<file path="config.mk">
export PLATFORM = sky130hd
export DESIGN_NAME = if_fetch_stage
export DESIGN_NICKNAME = d
export VERILOG_FILES = /design/src/rtl/if_fetch_stage.sv
export SDC_FILE = /design/constraint.sdc
export NUM_CORES = 1
export LEC_CHECK = 0
export ABC_AREA = 1
export BUFFER_PORTS_ARGS = -buffer_cell sky130_fd_sc_hd__buf_2
export CAP_MARGIN = 15
export CORE_MARGIN = 8
export CORE_UTILIZATION = 55
export DETAILED_ROUTE_END_ITERATION = 6
export PLACE_DENSITY = 0.86
export SYNTH_ARGS = -nofsm -noshare
export SYNTH_HDL_FRONTEND = slang
export SYNTH_SLANG_ARGS = --single-unit
</file>
<file path="constraint.sdc">
create_clock -name clk -period 9.8 [get_ports clk]
set_clock_uncertainty 0.05 [all_clocks]
set_input_delay 1.96 -clock clk [delete_from_list [all_inputs] [get_ports clk]]
set_output_delay 1.96 -clock clk [all_outputs]
set_load 0.01 [all_outputs]
</file>
<file path="src/rtl/if_fetch_stage.sv">
// Instruction-fetch stage: PC register, imem request handshake and IF/ID register,
// with a one-entry skid buffer for stalls and a drop state for branch redirects.
module if_fetch_stage #(
  parameter int XLEN = 32,
  parameter logic [XLEN-1:0] RESET_PC = 32'h0000_0000,
  parameter logic [XLEN-1:0] NOP_INSTR = 32'h0000_0013
) (
  input  logic            clk,
  input  logic            rst,
  input  logic            PC_Stall,
  input  logic            IF_ID_Stall,
  input  logic            Branch_Taken,
  input  logic [XLEN-1:0] Branch_Target,
  output logic            imem_req,
  output logic [XLEN-1:0] imem_addr,
  input  logic [XLEN-1:0] imem_rdata,
  input  logic            imem_ready,
  output logic [XLEN-1:0] IF_ID_PC,
  output logic [XLEN-1:0] IF_ID_Instr,
  output logic            IF_ID_Valid
);

  typedef enum logic [1:0] {
    IDLE  = 2'd0,
    FETCH = 2'd1,
    HOLD  = 2'd2,
    DROP  = 2'd3
  } state_t;

  localparam logic [XLEN-1:0] ALIGN_MASK = {{(XLEN-2){1'b1}}, 2'b00};

  state_t          r_state;
  logic [XLEN-1:0] r_pc;
  logic [XLEN-1:0] r_req_addr;
  logic [XLEN-1:0] r_ifid_pc;
  logic [XLEN-1:0] r_ifid_instr;
  logic            r_ifid_valid;
  logic [XLEN-1:0] r_skid_pc;
  logic [XLEN-1:0] r_skid_instr;
  logic            r_skid_valid;

  state_t          w_state_nxt;
  logic [XLEN-1:0] w_pc_nxt;
  logic [XLEN-1:0] w_req_addr_nxt;
  logic [XLEN-1:0] w_ifid_pc_nxt;
  logic [XLEN-1:0] w_ifid_instr_nxt;
  logic            w_ifid_valid_nxt;
  logic [XLEN-1:0] w_skid_pc_nxt;
  logic [XLEN-1:0] w_skid_instr_nxt;
  logic            w_skid_valid_nxt;
  logic            w_stall;
  logic [XLEN-1:0] w_target;
  logic [XLEN-1:0] w_pc_plus4;

  assign w_stall    = PC_Stall | IF_ID_Stall;
  assign w_target   = Branch_Target & ALIGN_MASK;
  assign w_pc_plus4 = r_pc + XLEN'(4);

  assign imem_addr   = r_req_addr;
  assign IF_ID_PC    = r_ifid_pc;
  assign IF_ID_Instr = r_ifid_instr;
  assign IF_ID_Valid = r_ifid_valid;

  always_ff @(posedge clk or posedge rst) begin
    if (rst) begin
      r_state <= IDLE;
    end else begin
      r_state <= w_state_nxt;
    end
  end

  always_comb begin
    w_state_nxt      = r_state;
    w_pc_nxt         = r_pc;
    w_req_addr_nxt   = r_req_addr;
    w_ifid_pc_nxt    = r_ifid_pc;
    w_ifid_instr_nxt = r_ifid_instr;
    w_ifid_valid_nxt = r_ifid_valid;
    w_skid_pc_nxt    = r_skid_pc;
    w_skid_instr_nxt = r_skid_instr;
    w_skid_valid_nxt = r_skid_valid;
    imem_req         = 1'b0;

    case (r_state)
      IDLE: begin
        w_state_nxt = FETCH;
      end
      FETCH: begin
        imem_req = 1'b1;
        if (imem_ready && !w_stall) begin
          w_ifid_pc_nxt    = r_pc;
          w_ifid_instr_nxt = imem_rdata;
          w_ifid_valid_nxt = 1'b1;
          w_pc_nxt         = w_pc_plus4;
          w_req_addr_nxt   = w_pc_plus4;
        end else if (imem_ready) begin
          // Stalled response is parked so the instruction is neither lost nor refetched.
          w_skid_pc_nxt    = r_pc;
          w_skid_instr_nxt = imem_rdata;
          w_skid_valid_nxt = 1'b1;
          w_state_nxt      = HOLD;
        end else if (!w_stall) begin
          w_ifid_instr_nxt = NOP_INSTR;
          w_ifid_valid_nxt = 1'b0;
        end
      end
      HOLD: begin
        if (!w_stall) begin
          w_ifid_pc_nxt    = r_skid_pc;
          w_ifid_instr_nxt = r_skid_instr;
          w_ifid_valid_nxt = r_skid_valid;
          w_skid_valid_nxt = 1'b0;
          w_pc_nxt         = w_pc_plus4;
          w_req_addr_nxt   = w_pc_plus4;
          w_state_nxt      = FETCH;
        end
      end
      DROP: begin
        imem_req         = 1'b1;
        w_ifid_instr_nxt = NOP_INSTR;
        w_ifid_valid_nxt = 1'b0;
        if (imem_ready) begin
          w_req_addr_nxt = r_pc;
          w_state_nxt    = FETCH;
        end
      end
      default: begin
        w_state_nxt = IDLE;
      end
    endcase

    // A redirect wins; an in-flight request must still complete at its old address.
    if (Branch_Taken) begin
      w_pc_nxt         = w_target;
      w_ifid_instr_nxt = NOP_INSTR;
      w_ifid_valid_nxt = 1'b0;
      w_skid_valid_nxt = 1'b0;
      if ((r_state == FETCH || r_state == DROP) && !imem_ready) begin
        w_state_nxt = DROP;
      end else begin
        w_req_addr_nxt = w_target;
        w_state_nxt    = FETCH;
      end
    end
  end

  always_ff @(posedge clk or posedge rst) begin
    if (rst) begin
      r_pc         <= RESET_PC;
      r_req_addr   <= RESET_PC;
      r_ifid_pc    <= '0;
      r_ifid_instr <= NOP_INSTR;
      r_ifid_valid <= 1'b0;
      r_skid_pc    <= '0;
      r_skid_instr <= NOP_INSTR;
      r_skid_valid <= 1'b0;
    end else begin
      r_pc         <= w_pc_nxt;
      r_req_addr   <= w_req_addr_nxt;
      r_ifid_pc    <= w_ifid_pc_nxt;
      r_ifid_instr <= w_ifid_instr_nxt;
      r_ifid_valid <= w_ifid_valid_nxt;
      r_skid_pc    <= w_skid_pc_nxt;
      r_skid_instr <= w_skid_instr_nxt;
      r_skid_valid <= w_skid_valid_nxt;
    end
  end

endmodule

</file>
======== After elaboration in Yosys (flattened, before gate mapping) ========
Index checks and enable logic that the tools add are counted.
storage, ports and cells
  register bits ........................... 196
  latch bits .............................. 0
  bits in writable memories ............... 0
  bits in read-only memories .............. 0
  bits of input ports ..................... 70
  output and inout bits ................... 98
  logic and storage cells ................. 77
  memories kept ........................... 0
cells by class
  add/sub/neg operators ................... 1
  $mul .................................... 0
  div/mod/pow operators ................... 0
  magnitude comparators ................... 0
  equal/unequal tests ..................... 12
  shifts and indexed selects .............. 0
  mux-type cells .......................... 37
  bitwise logic cells ..................... 2
  reductions and logical operators ........ 16
operator list
  kind                                                 count
  2-to-1 mux 32 bit                                    15
  one-hot mux 32 bit (3 select lines)                  2
  one-hot mux 32 bit (2 select lines)                  2
  adder 32 x 3 -> 32 bit, second input constant        1
  != test 3 bit, second input constant                 5
  2-to-1 mux 2 bit                                     6
  AND reduction 4 bit                                  3
  2-to-1 mux 1 bit                                     9
  AND reduction 3 bit                                  3
  != test 4 bit, second input constant                 2
  one-hot mux 2 bit (4 select lines)                   1
  equality test 2 bit, second input constant           2
  != test 2 bit, second input constant                 2
  nonzero test 4 bit                                   1
  one-hot mux 1 bit (3 select lines)                   1
  nonzero test 3 bit                                   1
  equality test 2 x 1 -> 1 bit, second input constant  1
  logical AND 1 bit                                    2
  zero test 1 bit                                      2
  zero test 2 bit                                      1
  one-hot mux 1 bit (2 select lines)                   1
  nonzero test 2 bit                                   1
  OR reduction 2 bit                                   1
  logical OR 1 bit                                     1
  2 further kinds                                      2

======== Longest topological paths before layout ========
Gate-level depths: netlist of the first run.
  word-level depth ........................ 7
  mapped depth ............................ 12
  depth with buffers taken out ............ 12

======== Least setup slack after synthesis of the first run ========
OpenSTA, ideal clock, no wires.
  kind .................................... input to register
  start point ............................. in Branch_Taken
  end point ............................... reg r_pc[8]
  setup time .............................. 0.125 ns
  data arrival time ....................... 3.046 ns
  data required time ...................... 9.625 ns
  setup slack ............................. 6.579 ns
  cell stages on the path ................. 7
  buffers on the path ..................... 3
  cell sequence ........................... buf_2 -> inv_1 -> buf_6 -> buf_1 -> nand2_1 -> o211ai_2 -> o21ai_1
on the way
  word-level cells in the longest chain between the ends .. 2
  elaborated cells on any way between the ends .. 5
  those cells by class .................... eq/ne: 2; mux: 1; reduce/logical: 2
ends and longest elaborated chain
  item                                                                  line  RTL
  start: declaration                                                    12    input logic Branch_Taken,
  != test 3 bit (no source line) or nonzero test 3 bit (tied branches)  --
  AND reduction 3 bit (no source line)                                  --
  end signal: assignment                                                158   r_pc <= w_pc_nxt;
  end: declaration                                                      33    logic [XLEN-1:0] r_pc;
Several ways; a longest one is shown, not always the timed one.
A chain may end at the register's enable or synchronous reset.

======== Final worst setup path of the first run ========
  start point ............................. in Branch_Taken
  end point ............................... reg r_req_addr[26] (netlist: imem_addr[26])
on the way
  word-level cells in the longest chain between the ends .. 1
ends and longest elaborated chain
  item                    line  RTL
  2-to-1 mux 32 bit       133   if (Branch_Taken) begin
  via w_req_addr_nxt[26]  44    logic [XLEN-1:0] w_req_addr_nxt;
  end signal: assignment  159   r_req_addr <= w_req_addr_nxt;
  end: declaration        34    logic [XLEN-1:0] r_req_addr;
The timed path passes the listed nets, and every way through them passes these cells.

==> results.sh, run 1 <==
export IMPL_run_status="complete, no violations"
export IMPL_final_area_sq_mm=0.0110
export IMPL_die_area_sq_mm=0.0220
export IMPL_synth_most_common_cell="nand2_1"
export IMPL_ys_types=39
export IMPL_synth_top_area_share_pct=47.8
export IMPL_end_kind="flip-flop"
export IMPL_max_stage_delay_ps=660
export IMPL_grt_overflow_total=0
export IMPL_start_util_pct=55.9
export IMPL_cts_tree="done"
export IMPL_synth_flop_cell="dfrtp_1"
export IMPL_max_freq_mhz=233
export IMPL_worst_slack_ps=5510
export IMPL_clockBufferDepth=2
export IMPL_cts_buffers=17
export IMPL_total_leakage_power_nw=5.26
export IMPL_cp_required_ps=10080
export IMPL_clkTransAtPathRegs_ps=70
export IMPL_arrival_ps=4570
export IMPL_finalMaxSlewViolations=0
export IMPL_gr_max_usage_layer="met2"
export IMPL_setup_violations=0
export IMPL_synth_area_sq_mm=0.00964
export IMPL_clock_sinks=190
export IMPL_drc=0
export IMPL_use_met2_pct=39.1
export IMPL_cts_root_buffer="clkbuf_16"
export IMPL_grt_pass1_wl_microns=45000
export IMPL_gp_congestion=0.959
export IMPL_yosys_warnings=0
export IMPL_grt_max_degree=96
export IMPL_ir_drop_mv=0.144
export IMPL_die_x_microns=148
export IMPL_met3_usage_pct=6.50
export IMPL_crit_path_frequent_cell="inv_2"
export IMPL_fin_crit_ps=4290
export IMPL_seqPwrFrac_pct=45.7
export IMPL_crit_path_max_fanout=39
export IMPL_first_pass_iters=6
export IMPL_max_cap_violations=0
export IMPL_drt_iter0_drc=786
export IMPL_dpl_cell_area_sq_mm=0.0105
export IMPL_clockPowerShare_pct=25.7
export IMPL_numPortBuffers=163
export IMPL_stdcell_count=1526
export IMPL_drt_total_wl_microns=27600
export IMPL_seq_area_frac_synth_pct=49.4
export IMPL_synthTopCellsByArea="dfrtp_1 (48%), nand2_1 (11%), o21ai_0 (5.2%)"
export IMPL_dp_cells=1493
export IMPL_ys_top_cells_by_count="nand2_1 (274), dfrtp_1 (184), o21ai_0 (100), inv_1 (97), nor2_1 (96)"
export IMPL_antenna_found_initial=0
export IMPL_crit_type="in -> reg"
export IMPL_cp_top_family="buffers and inverters"
export IMPL_clock_latency_ps=440
export IMPL_dp_slack_ps=5160
export IMPL_area_growth_pct=14.4
export IMPL_avgRoutedWirePerCell_microns=18.1
export IMPL_hpwlAfterDp_microns=18700
export IMPL_crit_buf_inv=4
export IMPL_hold_slack_ps=432
export IMPL_path_cells="buf_2 > inv_2 > nor2_4 > inv_2 > or2_2 > nand2_1 > inv_1"
export IMPL_h_tree_depth=4
export IMPL_cpMaxStageDelayCell="nor2_4"
export IMPL_final_period_utilization_pct=43.8
export IMPL_power_switching_mw=0.948
export IMPL_setup_tns_ps=0
export IMPL_route_vias_total=8938
export IMPL_comb_power_share_pct=28.6
export IMPL_synth_async_sr_flop_share_pct=100
export IMPL_worst_pin_slew_ps=1070
export IMPL_cts_setup_buffers=0
export IMPL_grt_use_met1_pct=31.9
export IMPL_coreArea_sq_mm=0.0172
export IMPL_synth_edff_count=0
export IMPL_slew_headroom_pct=28.6
export IMPL_nNetsFinal=1358
export IMPL_startpoint_type="input pin"
export IMPL_final_hold_viol_count=0
export IMPL_syn_inst=1165
export IMPL_power_density_mw_per_mm2=235
export IMPL_cts_hold_buf=0
export IMPL_rows=48
export IMPL_grt_pass1_vias=8937
export IMPL_p_sw_share_pct=36.6
export IMPL_drive_gt1_share_pct=22.3
export IMPL_drtAntennaViolNets=0
export IMPL_rsz0062_at_grt="no"
export IMPL_via_per_inst=5.86
export IMPL_synth_top_area_cell="dfrtp_1"
export IMPL_grt_use_total_pct=25.3
export IMPL_syn_area_per_cell_sq_um=8.27
export IMPL_fp_dieH_microns=148
export IMPL_hp_class="reg -> reg"
export IMPL_cts_resized_gates=0
export IMPL_internal_power_mw=1.65
export IMPL_ys_ff_latch=190
export IMPL_pin_count=168
metrics by stage:
stage	power (mW)	utilization (%)
floorplan	1.66	-
global placement	1.90	60.7
detailed placement	1.93	60.7
CTS	2.60	63.9
global route	2.75	63.9
finish	2.59	64.0
tightest hold or removal path, delay by kind of cell, from the launching register on:
kind	cells	cell delay [ps]
DFF	1	370
and+or+nand+nor	1	50
AOI/OAI and AO/OA	1	50
layer usage:
layer | share of wire [%] | wire, microns
met2 | 46 | 12600
met5 | 0 | 0
met3 | 11 | 2920
met4 | 4.1 | 1130
met1 | 40 | 10900
cell usage in the layout, fill, tap and decap left out, drive strengths merged:
cell / Yosys / routed
nand2: 277 / 277
inv: 106 / 113
a31oi: 34 / 34
nor2: 105 / 105
a41oi: 1 / 1
xor2: 7 / 7
ha: 1 / 1
o22ai: 19 / 19
conb: 1 / 2
o21ai: 124 / 124
dfstp: 6 / 6
nand3b: 6 / 6
nand4: 2 / 2
a211oi: 2 / 2
diode: 0 / 1
a22oi: 41 / 41
nor3: 2 / 2
buf: 35 / 170
dfrtp: 184 / 184
o211ai: 8 / 8
o31ai: 1 / 1
clkinvlp: 0 / 3
or2: 9 / 9
clkinv: 0 / 5
clkbuf: 33 / 17
nand3: 85 / 85
mux2: 29 / 29
a21oi: 47 / 47
power groups by stage:
| stage | combinational (mW) | clock [mW] | sequential [mW] |
|---|---|---|---|
| final | 0.741 | 0.667 | 1.18 |
| after global routing | 0.829 | 0.703 | 1.21 |
| after CTS | 0.745 | 0.672 | 1.18 |
| after detailed placement | 0.741 | 0 | 1.19 |
| after global placement | 0.715 | 0 | 1.18 |
| after floorplan | 0.454 | 0 | 1.21 |
area by class of cell:
class,count,area (sq um)
repair buffers,170,868
inverters,106,403
multi-input cells,802,4160
clock inverters,15,125
diodes,1,2.50
clock buffers,17,425
flip-flops and latches,190,4760
fillers,1427,6210
well taps,225,282
registers in the layout, summed over array words and instances, names as in the netlist:
signal / flops
IF_ID_Instr: 32
IF_ID_PC: 30
IF_ID_Valid: 1
imem_addr: 32
r_pc: 30
r_skid_instr: 32
r_skid_pc: 30
r_skid_valid: 1
r_state: 2
final timing paths:
| check | start | end | slack [ps] | depth (start not counted) |
|---|---|---|---|---|
| min in group asynchronous | rst | r_skid_instr[5]$_DFFE_PP0P_ | 1500 | 2 |
| max in group asynchronous | rst | r_skid_pc[28]$_DFFE_PP0P_ | 6150 | 4 |
| min | r_skid_instr[4]$_DFFE_PP1P_ | r_skid_instr[4]$_DFFE_PP1P_ | 430 | 2 |
| max reg2reg | r_state[0]$_DFFE_PP0P_ | r_pc[18]$_DFFE_PP0P_ | 6530 | 8 |
| min reg2reg | r_skid_instr[4]$_DFFE_PP1P_ | r_skid_instr[4]$_DFFE_PP1P_ | 430 | 2 |
| max | Branch_Taken | imem_addr[26]$_DFF_PP0_ | 5510 | 7 |
cell families (layout without fill, tap and decap cells):
kind of cell	count (synthesis)	in the layout	share of synthesized area [%]
compound gates	277	277	17.6
mux	29	29	3.39
flops	190	190	49.4
xor+xnor	7	7	0.636
other cells	1	3	0.0389
buf+inv	174	308	7.67
fa+ha+maj	1	1	0.130
simple gates	486	486	21.1
Note: power is estimated with default switching activity, not from simulation.
==> run 2: changes to the inputs <==
--- a/config.mk
+++ b/config.mk
@@ -5,13 +5,13 @@
 export SDC_FILE = /design/constraint.sdc
 export NUM_CORES = 1
 export LEC_CHECK = 0
-export ABC_AREA = 1
+export ABC_AREA = 0
 export BUFFER_PORTS_ARGS = -buffer_cell sky130_fd_sc_hd__buf_2
 export CAP_MARGIN = 15
 export CORE_MARGIN = 8
-export CORE_UTILIZATION = 55
+export CORE_UTILIZATION = 51
 export DETAILED_ROUTE_END_ITERATION = 6
-export PLACE_DENSITY = 0.86
+export PLACE_DENSITY = 0.84
 export SYNTH_ARGS = -nofsm -noshare
 export SYNTH_HDL_FRONTEND = slang
 export SYNTH_SLANG_ARGS = --single-unit
==> constraint.sdc (replaced) <==
create_clock -name clk -period 3.55 [get_ports clk]
set_clock_uncertainty 0.05 [all_clocks]
set_input_delay 0.71 -clock clk [delete_from_list [all_inputs] [get_ports clk]]
set_output_delay 0.71 -clock clk [all_outputs]
set_load 0.01 [all_outputs]
==> results.sh, run 2 <==
export IMPL_grt_max_degree=76
export IMPL_via_per_inst=5.92
export IMPL_syn_inst=972
export IMPL_antenna_found_initial=7
export IMPL_first_pass_iters=7
export IMPL_grt_use_total_pct=22.1
export IMPL_cp_required_ps=3860
export IMPL_r2r_setup_slack_ps=880
export IMPL_synth_edff_count=0
export IMPL_total_leakage_power_nw=4.69
export IMPL_drt_total_wl_microns=25700
export IMPL_drtAntennaViolNets=0
export IMPL_ys_ff_latch=190
export IMPL_slew_headroom_pct=25.3
export IMPL_dr_max_layer_used="met5"
export IMPL_seq_area_frac_synth_pct=50.4
export IMPL_final_common_cell="dfrtp_1"
export IMPL_synthTopCellsByArea="dfrtp_1 (49%), mux2_2 (7.6%), nand2_1 (6.1%)"
export IMPL_crit_path_max_fanout=14
export IMPL_rsz0062_at_grt="no"
export IMPL_fp_dieH_microns=152
export IMPL_grt_overflow_total=0
export IMPL_synth_area_sq_mm=0.00946
export IMPL_setup_violations=0
export IMPL_cts_resized_gates=0
export IMPL_grt_pass1_wl_microns=41700
export IMPL_final_cell_mix="dfrtp_1 (184), buf_2 (163), nand2_1 (153)"
export IMPL_final_core_util_pct=59.3
export IMPL_startpoint_type="flip-flop"
export IMPL_clockBufferDepth=2
export IMPL_wirelength_met1_microns=10200
export IMPL_fin_crit_ps=2670
export IMPL_pin_count=168
export IMPL_route_vias_total=7882
export IMPL_power_density_mw_per_mm2=559
export IMPL_hold_slack_ps=373
export IMPL_wl_met2_microns=12300
export IMPL_avgRoutedWirePerCell_microns=19.3
export IMPL_die_x_microns=152
export IMPL_coreArea_sq_mm=0.0185
export IMPL_ir_drop_mv=0.439
export IMPL_synth_top_area_cell="dfrtp_1"
export IMPL_max_cap_violations=0
export IMPL_yosys_warnings=0
export IMPL_area_growth_pct=15.7
export IMPL_cts_root_buffer="clkbuf_16"
export IMPL_worst_pin_slew_ps=1120
export IMPL_cts_setup_buffers=0
export IMPL_final_hold_viol_count=0
export IMPL_p_total_mw=6.12
export IMPL_grt_pass1_vias=7904
export IMPL_cts_tree="done"
export IMPL_synth_top_area_share_pct=48.7
export IMPL_drive_gt1_share_pct=28.6
export IMPL_drc=0
export IMPL_ys_types=67
export IMPL_hp_class="in -> async"
export IMPL_dp_cells=1297
export IMPL_rows=50
export IMPL_setup_tns_ps=0
export IMPL_max_freq_mhz=374
export IMPL_arrival_ps=2980
export IMPL_synth_async_sr_flop_share_pct=100
export IMPL_nNetsFinal=1153
export IMPL_crit_type="reg -> reg"
export IMPL_stdcell_count=1332
export IMPL_cts_buffers=17
export IMPL_met3WireLength_microns=2140
export IMPL_synth_flop_cell="dfrtp_1"
export IMPL_ys_top_cells_by_count="dfrtp_1 (184), nand2_1 (153), o21ai_0 (80), nor2_1 (68), mux2_2 (64)"
export IMPL_clkTransAtPathRegs_ps=70
export IMPL_clock_sinks=190
export IMPL_die_area_sq_mm=0.0232
export IMPL_synth_most_common_cell="dfrtp_1"
export IMPL_gp_congestion=0.844
export IMPL_end_kind="flip-flop"
export IMPL_numPortBuffers=163
export IMPL_hpwlAfterDp_microns=17400
export IMPL_finalMaxSlewViolations=0
export IMPL_final_period_utilization_pct=75.3
export IMPL_clock_latency_ps=440
export IMPL_run_status="complete, no violations"
export IMPL_drt_iter0_drc=562
export IMPL_cts_hold_buf=0
export IMPL_syn_area_per_cell_sq_um=9.73
export IMPL_h_tree_depth=4
export IMPL_start_util_pct=51.2
-- run 2: final cells by class --
class	instances	area, sq um
timing repair buffer	184	1010
multi-input combinational	676	4230
inverter	13	52.6
antenna	3	7.51
sequential	190	4760
clock buffer	17	425
tap	234	293
clock inverter	15	160
fill	1555	7520
-- run 2: cells by family (layout without fill, tap and decap cells) --
family | count (synthesis) | count (layout) | synth area share (%)
AOI/OAI and AO/OA | 248 | 248 | 16.5
DFF | 190 | 190 | 50.4
buffers and inverters | 107 | 229 | 5.20
xor gates and xnor gates | 39 | 39 | 3.61
and+or+nand+nor | 320 | 320 | 16.3
muxes | 65 | 65 | 7.73
adders and majority gates | 2 | 2 | 0.238
other | 1 | 5 | 0.0397
-- run 2: metrics by stage --
step	worst slack, ps	area, sq um
2_1_floorplan	346	9460
3_3_place_gp	807	10300
3_5_place_dp	758	10300
4_1_cts	932	10900
5_1_grt	784	10900
6_report	875	10900
-- run 2: worst paths after layout --
path                                             startpoint                          end  cells after the start
min in group clk                IF_ID_Instr[15]$_DFFE_PP0P_  IF_ID_Instr[15]$_DFFE_PP0P_                      2
worst max register to register       r_state[1]$_DFFE_PP0P_       imem_addr[4]$_DFF_PP0_                      7
max in group asynchronous                               rst      imem_addr[24]$_DFF_PP0_                      3
worst max-delay path                 r_state[1]$_DFFE_PP0P_       imem_addr[4]$_DFF_PP0_                      7
worst min register to register  IF_ID_Instr[15]$_DFFE_PP0P_  IF_ID_Instr[15]$_DFFE_PP0P_                      2
worst min-delay path                                    rst      IF_ID_PC[6]$_DFFE_PP0P_                      2
-- run 2: critical path, cell delays in order (launching register included) --
cell      delay [ps]
dfrtp_1          520
buf_4            240
o21bai_1         260
a32oi_2          820
buf_4            370
a21oi_1          100
o21a_1           110
a21oi_1          130
-- run 2: power by group --
part	switching [mW]	internal, mW	leakage (nW)
sequential	0.311	2.61	2.29
combinational	0.695	0.594	2.11
clock	0.957	0.954	0.287
-- run 2: per-layer routing --
layer / global-route usage, % / vias up
met3: 5.73 / 85
met5: 0 / -
li1: - / 3662
met2: 35.9 / 319
met1: 26.6 / 3806
met4: 12.1 / 10
==> run 3: changes to the inputs <==
==> constraint.sdc (replaced) <==
create_clock -name clk -period 2.4 [get_ports clk]
set_clock_uncertainty 0.05 [all_clocks]
set_input_delay 0.48 -clock clk [delete_from_list [all_inputs] [get_ports clk]]
set_output_delay 0.48 -clock clk [all_outputs]
set_load 0.01 [all_outputs]
==> results.sh, run 3 (synthesis results as in run 2) <==
export IMPL_hpwlAfterDp_microns=18500
export IMPL_worst_slack_ps=159
export IMPL_final_area_sq_mm=0.0112
export IMPL_fin_crit_ps=2240
export IMPL_setup_violations=0
export IMPL_area_growth_pct=18.7
export IMPL_gp_congestion=0.856
export IMPL_grt_pass1_wl_microns=43800
export IMPL_dp_cells=1327
export IMPL_max_cap_violations=0
export IMPL_drt_iter0_drc=718
export IMPL_first_pass_iters=5
export IMPL_grt_overflow_total=0
export IMPL_crit_type="reg -> reg"
export IMPL_cp_required_ps=2670
export IMPL_nNetsFinal=1183
export IMPL_pin_count=168
export IMPL_cts_hold_buf=0
export IMPL_startpoint_type="flip-flop"
export IMPL_cts_root_buffer="clkbuf_16"
export IMPL_die_area_sq_mm=0.0232
export IMPL_rows=50
export IMPL_final_cell_mix="dfrtp_1 (184), buf_2 (163), nand2_1 (153)"
export IMPL_drc=0
export IMPL_finalMaxSlewViolations=0
export IMPL_stdcell_count=1360
export IMPL_drtAntennaViolNets=0
export IMPL_dpl_cell_area_sq_mm=0.0106
export IMPL_path_cells="and4_1 > nand4_4 > nor4_1 > xnor2_1 > o21ai_1"
export IMPL_final_common_cell="dfrtp_1"
export IMPL_total_leakage_power_nw=4.86
export IMPL_hold_slack_ps=0.181
export IMPL_worst_pin_slew_ps=573
export IMPL_power_density_mw_per_mm2=815
export IMPL_route_vias_total=8176
export IMPL_cts_buffers=17
export IMPL_grt_pass1_vias=8408
export IMPL_fp_dieH_microns=152
export IMPL_crit_path_max_fanout=17
export IMPL_clock_latency_ps=440
export IMPL_numPortBuffers=163
export IMPL_rsz0062_at_grt="no"
export IMPL_antenna_found_initial=6
export IMPL_die_x_microns=152
export IMPL_coreArea_sq_mm=0.0185
export IMPL_drt_total_wl_microns=27000
export IMPL_final_period_utilization_pct=93.4
export IMPL_via_per_inst=6.01
export IMPL_grt_max_degree=70
export IMPL_r2r_setup_slack_ps=160
export IMPL_arrival_ps=2510
export IMPL_cts_tree="done"
export IMPL_grt_use_total_pct=23.4
export IMPL_slew_headroom_pct=61.4
export IMPL_h_tree_depth=4
export IMPL_hp_class="in -> async"
export IMPL_nFillCells=1512
export IMPL_start_util_pct=51.2
export IMPL_run_status="complete, no violations"
export IMPL_ir_drop_mv=0.560
export IMPL_final_hold_viol_count=0
export IMPL_dp_slack_ps=219
export IMPL_clkTransAtPathRegs_ps=80
export IMPL_clock_sinks=190
export IMPL_clockBufferDepth=2
export IMPL_drive_gt1_share_pct=30.5
export IMPL_avgRoutedWirePerCell_microns=19.8
export IMPL_cts_resized_gates=0
export IMPL_final_core_util_pct=60.8
export IMPL_setup_tns_ps=0
export IMPL_p_total_mw=9.16
export IMPL_end_kind="flip-flop"
export IMPL_max_freq_mhz=446
export IMPL_max_stage_delay_ps=500
export IMPL_cpMaxStageDelayCell="dfrtp_1"
run 3: cell count changes in the layout (fill, tap and decap cells not counted), sizes merged:
cell and change:
buf +30, clkinv +5, clkinvlp -1, diode -2, inv -4
run 3: repair_timing:
item                       CTS  global route
hold endpoints to repair     0             0
setup endpoints to repair    0             1
buffers inserted             0             0
run 3: worst paths after layout:
check / startpoint / endpoint / depth (start not counted)
max: r_pc[12]$_DFFE_PP0P_ / r_pc[24]$_DFFE_PP0P_ / 5
min: rst / r_skid_pc[7]$_DFFE_PP0P_ / 2
max reg2reg: r_pc[12]$_DFFE_PP0P_ / r_pc[24]$_DFFE_PP0P_ / 5
min reg2reg: IF_ID_Instr[0]$_DFFE_PP1P_ / IF_ID_Instr[0]$_DFFE_PP1P_ / 2
max in group asynchronous: rst / IF_ID_Instr[1]$_DFFE_PP1P_ / 3
min in group clk: Branch_Target[4] / r_pc[4]$_DFFE_PP0P_ / 3
run 3: worst max-delay path: cells and delay by family, from the launching register on:
kind,cells,cell delay (ps)
compound gates,1,90
xor+xnor,1,180
flops,1,500
simple gates,3,1280
run 3: metal layers:
layer / global-route usage (%) / vias to the layer above / wire, microns
met5: 0 / - / 61
met4: 12.2 / 10 / 1020
met3: 6.83 / 80 / 2460
met2: 37.8 / 383 / 13100
met1: 27.8 / 3984 / 10300
li1: - / 3719 / -
run 3: power by group:
part           internal [mW]  switching, mW
Clock                   1.41           1.43
Sequential              3.85          0.429
Combinational          0.942           1.10
run 3: area by class of cell:
type	instances	area, sq um	share of cell area (%)
Timing Repair Buffer	214	1300	11.6
Clock inverter	15	166	1.48
Multi-Input combinational cell	676	4230	37.7
Tap cell	234	293	2.61
Sequential cell	190	4760	42.4
Clock buffer	17	425	3.79
Inverter	13	52.6	0.468
Antenna cell	1	2.50	0.0223
